<file path="src/rtl/roll_scheduler.sv">
`default_nettype none
// +--------------------------------------------------------------------+
// | roll_scheduler: round-robin roll arbiter with decelerating ticks    |
// | Rev 1.0                                                            |
// +--------------------------------------------------------------------+
module roll_scheduler #(
  parameter int unsigned BASE_PERIOD = 5000000
) (
  input  logic       i_clk,
  input  logic       i_rst_n,
  input  logic [1:0] i_req,
  input  logic [3:0] i_rand,
  output logic [3:0] o_value,
  output logic       o_tick,
  output logic       o_busy,
  output logic       o_owner,
  output logic       o_done,
  output logic [3:0] o_result0,
  output logic [3:0] o_result1
);

  typedef enum logic [0:0] {
    S_IDLE = 1'b0,
    S_ROLL = 1'b1
  } state_t;

  state_t      r_state, w_state_nxt;
  logic [31:0] r_cnt, w_cnt_nxt;
  logic [3:0]  r_step, w_step_nxt;
  logic [1:0]  r_pend, w_pend_nxt;
  logic        r_rr, w_rr_nxt;
  logic        r_owner, w_owner_nxt;
  logic [3:0]  r_value, w_value_nxt;
  logic [3:0]  r_res0, w_res0_nxt;
  logic [3:0]  r_res1, w_res1_nxt;
  logic        r_tick, w_tick_nxt;
  logic        r_done, w_done_nxt;

  logic [31:0] w_interval;
  logic        w_last;
  logic [1:0]  w_eff;
  logic        w_pick;
  logic [3:0]  w_sum;

  // Interval doubles every four steps: BASE, 2x, 4x, 8x.
  assign w_interval = 32'(BASE_PERIOD) << r_step[3:2];
  assign w_last     = (r_cnt == (w_interval - 32'd1));
  assign w_eff      = r_pend | i_req;
  assign w_pick     = (w_eff == 2'b11) ? r_rr : w_eff[1];
  assign w_sum      = r_value + i_rand;

  always_ff @(posedge i_clk or negedge i_rst_n) begin
    if (!i_rst_n) begin
      r_state <= S_IDLE;
      r_cnt   <= '0;
      r_step  <= '0;
      r_pend  <= '0;
      r_rr    <= 1'b0;
      r_owner <= 1'b0;
      r_value <= '0;
      r_res0  <= '0;
      r_res1  <= '0;
      r_tick  <= 1'b0;
      r_done  <= 1'b0;
    end else begin
      r_state <= w_state_nxt;
      r_cnt   <= w_cnt_nxt;
      r_step  <= w_step_nxt;
      r_pend  <= w_pend_nxt;
      r_rr    <= w_rr_nxt;
      r_owner <= w_owner_nxt;
      r_value <= w_value_nxt;
      r_res0  <= w_res0_nxt;
      r_res1  <= w_res1_nxt;
      r_tick  <= w_tick_nxt;
      r_done  <= w_done_nxt;
    end
  end

  always_comb begin
    w_state_nxt = r_state;
    w_cnt_nxt   = r_cnt;
    w_step_nxt  = r_step;
    w_pend_nxt  = r_pend | i_req;
    w_rr_nxt    = r_rr;
    w_owner_nxt = r_owner;
    w_value_nxt = r_value;
    w_res0_nxt  = r_res0;
    w_res1_nxt  = r_res1;
    w_tick_nxt  = 1'b0;
    w_done_nxt  = 1'b0;
    case (r_state)
      S_IDLE: begin
        if (w_eff != 2'b00) begin
          // A same-cycle request from the granted player is consumed here.
          w_owner_nxt = w_pick;
          w_rr_nxt    = ~w_pick;
          w_pend_nxt  = w_eff & ~(2'b01 << w_pick);
          w_step_nxt  = '0;
          w_cnt_nxt   = '0;
          w_state_nxt = S_ROLL;
        end
      end
      S_ROLL: begin
        if (w_last) begin
          w_value_nxt = w_sum;
          w_tick_nxt  = 1'b1;
          w_cnt_nxt   = '0;
          w_step_nxt  = r_step + 4'd1;
          if (r_step == 4'd15) begin
            w_done_nxt  = 1'b1;
            w_state_nxt = S_IDLE;
            if (r_owner) w_res1_nxt = w_sum;
            else         w_res0_nxt = w_sum;
          end
        end else begin
          w_cnt_nxt = r_cnt + 32'd1;
        end
      end
      default: w_state_nxt = S_IDLE;
    endcase
  end

  assign o_value   = r_value;
  assign o_tick    = r_tick;
  assign o_busy    = (r_state == S_ROLL);
  assign o_owner   = r_owner;
  assign o_done    = r_done;
  assign o_result0 = r_res0;
  assign o_result1 = r_res1;

endmodule
`default_nettype wire

</file>
<file path="config.mk">
export PLATFORM = sky130hd
export DESIGN_NAME = roll_scheduler
export DESIGN_NICKNAME = d
export VERILOG_FILES = /design/src/rtl/roll_scheduler.sv
export SDC_FILE = /design/constraint.sdc
export NUM_CORES = 1
export LEC_CHECK = 0
export ABC_AREA = 0
export BUFFER_PORTS_ARGS = -buffer_cell sky130_fd_sc_hd__buf_2
export CAP_MARGIN = 20
export CORE_MARGIN = 4
export CORE_UTILIZATION = 65
export CTS_CLUSTER_DIAMETER = 30
export DETAILED_ROUTE_END_ITERATION = 10
export PLACE_DENSITY_LB_ADDON = 0.2
export SYNTH_ARGS = -nofsm -noshare
export SYNTH_HDL_FRONTEND = slang
export SYNTH_SLANG_ARGS = --single-unit
</file>
<file path="constraint.sdc">
create_clock -name i_clk -period 5.4 [get_ports i_clk]
set_input_delay 0.27 -clock i_clk [delete_from_list [all_inputs] [get_ports i_clk]]
set_output_delay 0.27 -clock i_clk [all_outputs]
set_load 0.02 [all_outputs]
</file>
# Yosys cells after proc, flatten, opt, wreduce, memory -nomap -nowiden
# Cells that the tools add are included.
# word_totals
out_inout_bits	16
in_bits	8
wordCells	52
regBits	55
# classes
n_reduce_logical	6
n_bitwise	6
n_mux	18
add_sub_neg	4
shifts	2
eq_ne	5
# op_table
cell	n
$mux W32	2
$pmux W32 S2	1
$add A32 B1 Y32 const B	1
$eq A32 B32 Y1	1
$shl A23 B2 Y32 const A	1
$sub A32 B1 Y32 const B	1
$mux W1	9
$mux W4	2
$pmux W4 S2	1
$reduce_and A4 Y1	2
$reduce_and A2 Y1	3
$add A4 B1 Y4 const B	1
$add A4 B4 Y4	1
$eq A4 B4 Y1 const B	1
$mux W2	2
$not A1 Y1	3
$and A2 B2 Y2	1
$eq A2 B2 Y1 const B	1
$ne A2 B1 Y1 const B	1
$ne A2 B2 Y1 const B	1
$not A2 Y2	1
$or A2 B2 Y2	1
$pmux W1 S2	1
$reduce_bool A2 Y1	1
$shl A1 B1 Y2 const A	1

# Longest topological paths before layout
# logic_depth
word_depth	8
ltp_mapped	12
depth_no_buf	10

# Worst setup path before layout
# No wires, ideal clock.
# synth_path
path_type	flip-flop to flip-flop
start	reg r_step[2]
end	reg r_res0[0] (netlist: o_result0[0])
stages_incl_launch_ff	9
setup_ns	0.125
setup_slack_ns	2.620
arrival_time_ns	2.656
t_required_ns	5.275
path_cell_list	dfrtp_1 -> inv_1 -> ha_1 -> nor4b_1 -> nand4_1 -> a211oi_4 -> nand2_4 -> nor4b_4 -> mux2_2
# synth_via
elab_chain_len	4
word_cells_on_any_way	5
cone_classes	add/sub: 1; eq/ne: 2; shift: 1; reduce/logical: 1
# synth_rtl
element	line_no	rtl
from (decl)	29	logic [3:0] r_step, w_step_nxt;
from (signal assigned)	68	r_step <= w_step_nxt;
$shl A23 B2 Y32	46	assign w_interval = 32'(BASE_PERIOD) << r_step[3:2];
$sub A32 B1 Y32	47	assign w_last = (r_cnt == (w_interval - 32'd1));
$eq A32 B32 Y1	47	
$reduce_and A4 Y1 (no line) *	--	
to (signal assigned)	73	r_res0 <= w_res0_nxt;
to (decl)	34	logic [3:0] r_res0, w_res0_nxt;
# Every way passes the cells marked *; elsewhere a longest branch is shown, timed or not.
# A chain may end at the register's enable or synchronous reset.

# Worst setup path after layout
# Ends and elaborated chain as after synthesis.

==> impl_metrics.yaml <==
run_status:
  status: "complete, no violations"
route:
  drc: 0
  vias: 2704
  drtIter0Drc: 254
  dr.pass1.iters: 5
  viasPerCell: 6.23
  wirelength_um: 7110
  wl_per_cell_um: 16.4
  detail-route-antenna-nets: 0
grt:
  antenna_found_initial: 0
  met1_usage: 0.368
  grtUsageTotal: 0.254
  overflow: 0
  first_global_vias: 2642
  grt_start_max_net_pins: 56
  grt_use_met2: 0.388
  grt_pass1_wl_um: 12700
  met3_usage: 0.0397
  busiest_layer: "met2"
cts:
  clockRootBuffer: "clkbuf_8"
  clk_pin_slew_ns: 0.10
  htree_levels: 2
  hold_buffers: 0
  post_cts_buffers: 0
  cts_tree: "done"
  post_cts_resized: 0
  cts_buffer_depth: 2
  clock-sinks: 55
  numCtsBuffers: 5
  clkLatencyLatePin_ns: 0.31
timing:
  finalSetupTns_ns: 0
  finalSetupViolCount: 0
  fin_crit_ns: 3.22
  finalCritPeriodShare: 0.595
  fin_worst_skew_ns: 0.00812
  fmax_mhz: 311
  setup_ws_ns: 2.18
  finalMaxSlewViolations: 0
  hold_violations: 0
  slew_headroom: 0.392
  rsz0062_at_grt: "no"
  worstMarginPinSlew_ns: 0.905
worst_hold_path:
  hold_class: "in -> async"
setup_path:
  critical_path_class: "reg -> reg"
  worstPathRequired_ns: 5.61
  endpoint_kind: "flop"
  rr_startpoint: "r_step[2]"
  path_max_fanout: 10
  reg2reg_to: "o_result0[0]"
  r2r_cells: 8
  reg2reg_slack_ns: 2.18
  cp_data_arrival_time_ns: 3.42
  cp-start-kind: "flop"
power:
  irDropWorstVdd_mv: 0.158
  power.leakage_uw: 0.00152
  p_total_uw: 668
  power_density_mw_per_mm2: 188
synth:
  async_flop_share: 1.00
  ys_warn_count: 0
  yosysSeqAreaShare: 0.416
  synth_edf_count: 0
  ys.flop_type: "dfrtp_1"
  syn_inst: 347
  syn_area_per_cell_sq_um: 9.53
  ys_seq_elements: 55
  syn-num-nets: 370
  netlist_area_sq_mm: 0.00331
  ys_types: 62
floorplan:
  row_count: 25
  start_util: 0.686
  dieArea_sq_mm: 0.00629
  ios: 24
  chipWidth_um: 79.3
  die_h_um: 79.3
  core_sq_mm: 0.00482
layout:
  fin_nets: 389
  seq_area_sq_mm: 0.00138
  layout_common_cells: "dfrtp_1, nand2_1, nand3_1, buf_2"
  nFillCells: 369
  layout_commonest_cell: "dfrtp_1"
  area_growth_pct: 7.61
  final_core_util: 0.738
  diodes: 0
  drive_above_1_share: 0.163
  multi_input_area_sq_mm: 0.00181
place:
  numPortBuffers: 23
  gp_congestion: 0.867
  hpwl_um: 5050
  place_ws_ns: 2.26
flow_run:
  max_cap_violations: 0
## power by group
group / internal, uW / switching [uW] / total (uW)
sequential: 414 / 2.14 / 416
clock: 91.0 / 131 / 222
combinational: 10.8 / 19.4 / 30.2
## registers in the layout (all words and copies together), names as in the netlist
signal,flops
r_rr,1
o_value,4
r_step,4
o_busy,1
o_result0,4
r_cnt,32
o_done,1
r_pend,2
o_owner,1
o_tick,1
o_result1,4
## synth_stat cells (2+ instances only)
| library cell | count | area [sq um] |
|---|---|---|
| o21ai_0 | 13 | 65.1 |
| or2_2 | 2 | 12.5 |
| nand3b_1 | 5 | 37.5 |
| nand2_1 | 45 | 169 |
| xnor2_1 | 8 | 70.1 |
| and3_1 | 7 | 43.8 |
| buf_2 | 4 | 20.0 |
| a21o_1 | 4 | 30.0 |
| nand3_1 | 28 | 140 |
| dfrtp_1 | 55 | 1380 |
| nor2_1 | 16 | 60.1 |
| a211oi_4 | 2 | 40.0 |
| o41ai_1 | 3 | 26.3 |
| nand4_1 | 8 | 50.1 |
| a22oi_1 | 2 | 15.0 |
| a21oi_1 | 17 | 85.1 |
| ha_1 | 14 | 175 |
| o211ai_1 | 2 | 15.0 |
| or3b_1 | 2 | 17.5 |
| mux2i_1 | 7 | 70.1 |
| or3_1 | 5 | 31.3 |
| and4_1 | 2 | 17.5 |
| o311ai_0 | 3 | 26.3 |
| mux2_2 | 9 | 101 |
| and2_1 | 4 | 25.0 |
| and3_2 | 2 | 15.0 |
| xor2_1 | 7 | 61.3 |
| nor3_1 | 6 | 30.0 |
| nor4_1 | 2 | 12.5 |
| inv_1 | 16 | 60.1 |
| nor4b_1 | 2 | 17.5 |
| a22o_1 | 3 | 26.3 |
| nand4b_1 | 2 | 17.5 |
| o31ai_1 | 5 | 37.5 |
| o211a_1 | 2 | 20.0 |
| clkbuf_1 | 7 | 26.3 |
## cell type report
cell class	count	share of cell area
Timing Repair Buffer	26	0.0408
Clock buffer	6	0.0204
Tap cell	67	0.0236
Clock inverter	2	0.00352
Inverter	16	0.0169
Multi-Input combinational cell	262	0.508
Sequential cell	55	0.387
## logic make-up after synthesis
| kind of cell | Yosys count | share of synthesized area |
|---|---|---|
| compound gates | 70 | 0.154 |
| flops | 55 | 0.416 |
| simple gates | 146 | 0.240 |
| mux | 16 | 0.0519 |
| buf+inv | 30 | 0.0382 |
| fa+ha+maj | 15 | 0.0590 |
| xor+xnor | 15 | 0.0397 |
## worst max-delay path by stage
| stage | startpoint | slack, ns | cells after the start | endpoint |
|---|---|---|---|---|
| 2_1_floorplan | r_step[2] | 2.62 | 8 | o_result0[0] |
| 3_3_place_gp | r_step[2] | 2.22 | 8 | r_cnt[22] |
| 3_5_place_dp | r_step[2] | 2.26 | 8 | o_result0[0] |
| 4_1_cts | r_step[2] | 2.24 | 8 | o_result0[0] |
| 5_1_grt | r_step[2] | 1.93 | 8 | o_result0[2] |
| 6_report | r_step[2] | 2.18 | 8 | o_result0[0] |
## worst max-delay path, cell delays in order (launching register included)
cell,delay (ns)
dfrtp_1,0.51
inv_1,0.16
ha_1,0.39
nor4b_1,0.44
nand4_1,0.23
a211oi_4,0.39
nand2_4,0.16
nor4b_4,0.43
mux2_2,0.38
## per-layer routing
metal	vias to the layer above	wire length, um	part of all wire
met2	81	3370	0.47
li1	1290	-	-
met1	1322	3280	0.46
met4	0	97	0.014
met5	-	0	0
met3	11	360	0.051
## through the flow
stage	hold slack, ns	std cells	area (sq um)
floorplan	-0.0256	347	3310
global placement	0.440	425	3460
detailed placement	0.437	426	3470
CTS	0.107	434	3560
global route	0.138	434	3560
finish	0.0798	434	3560
No activity file was read; power rests on OpenSTA's default activity.
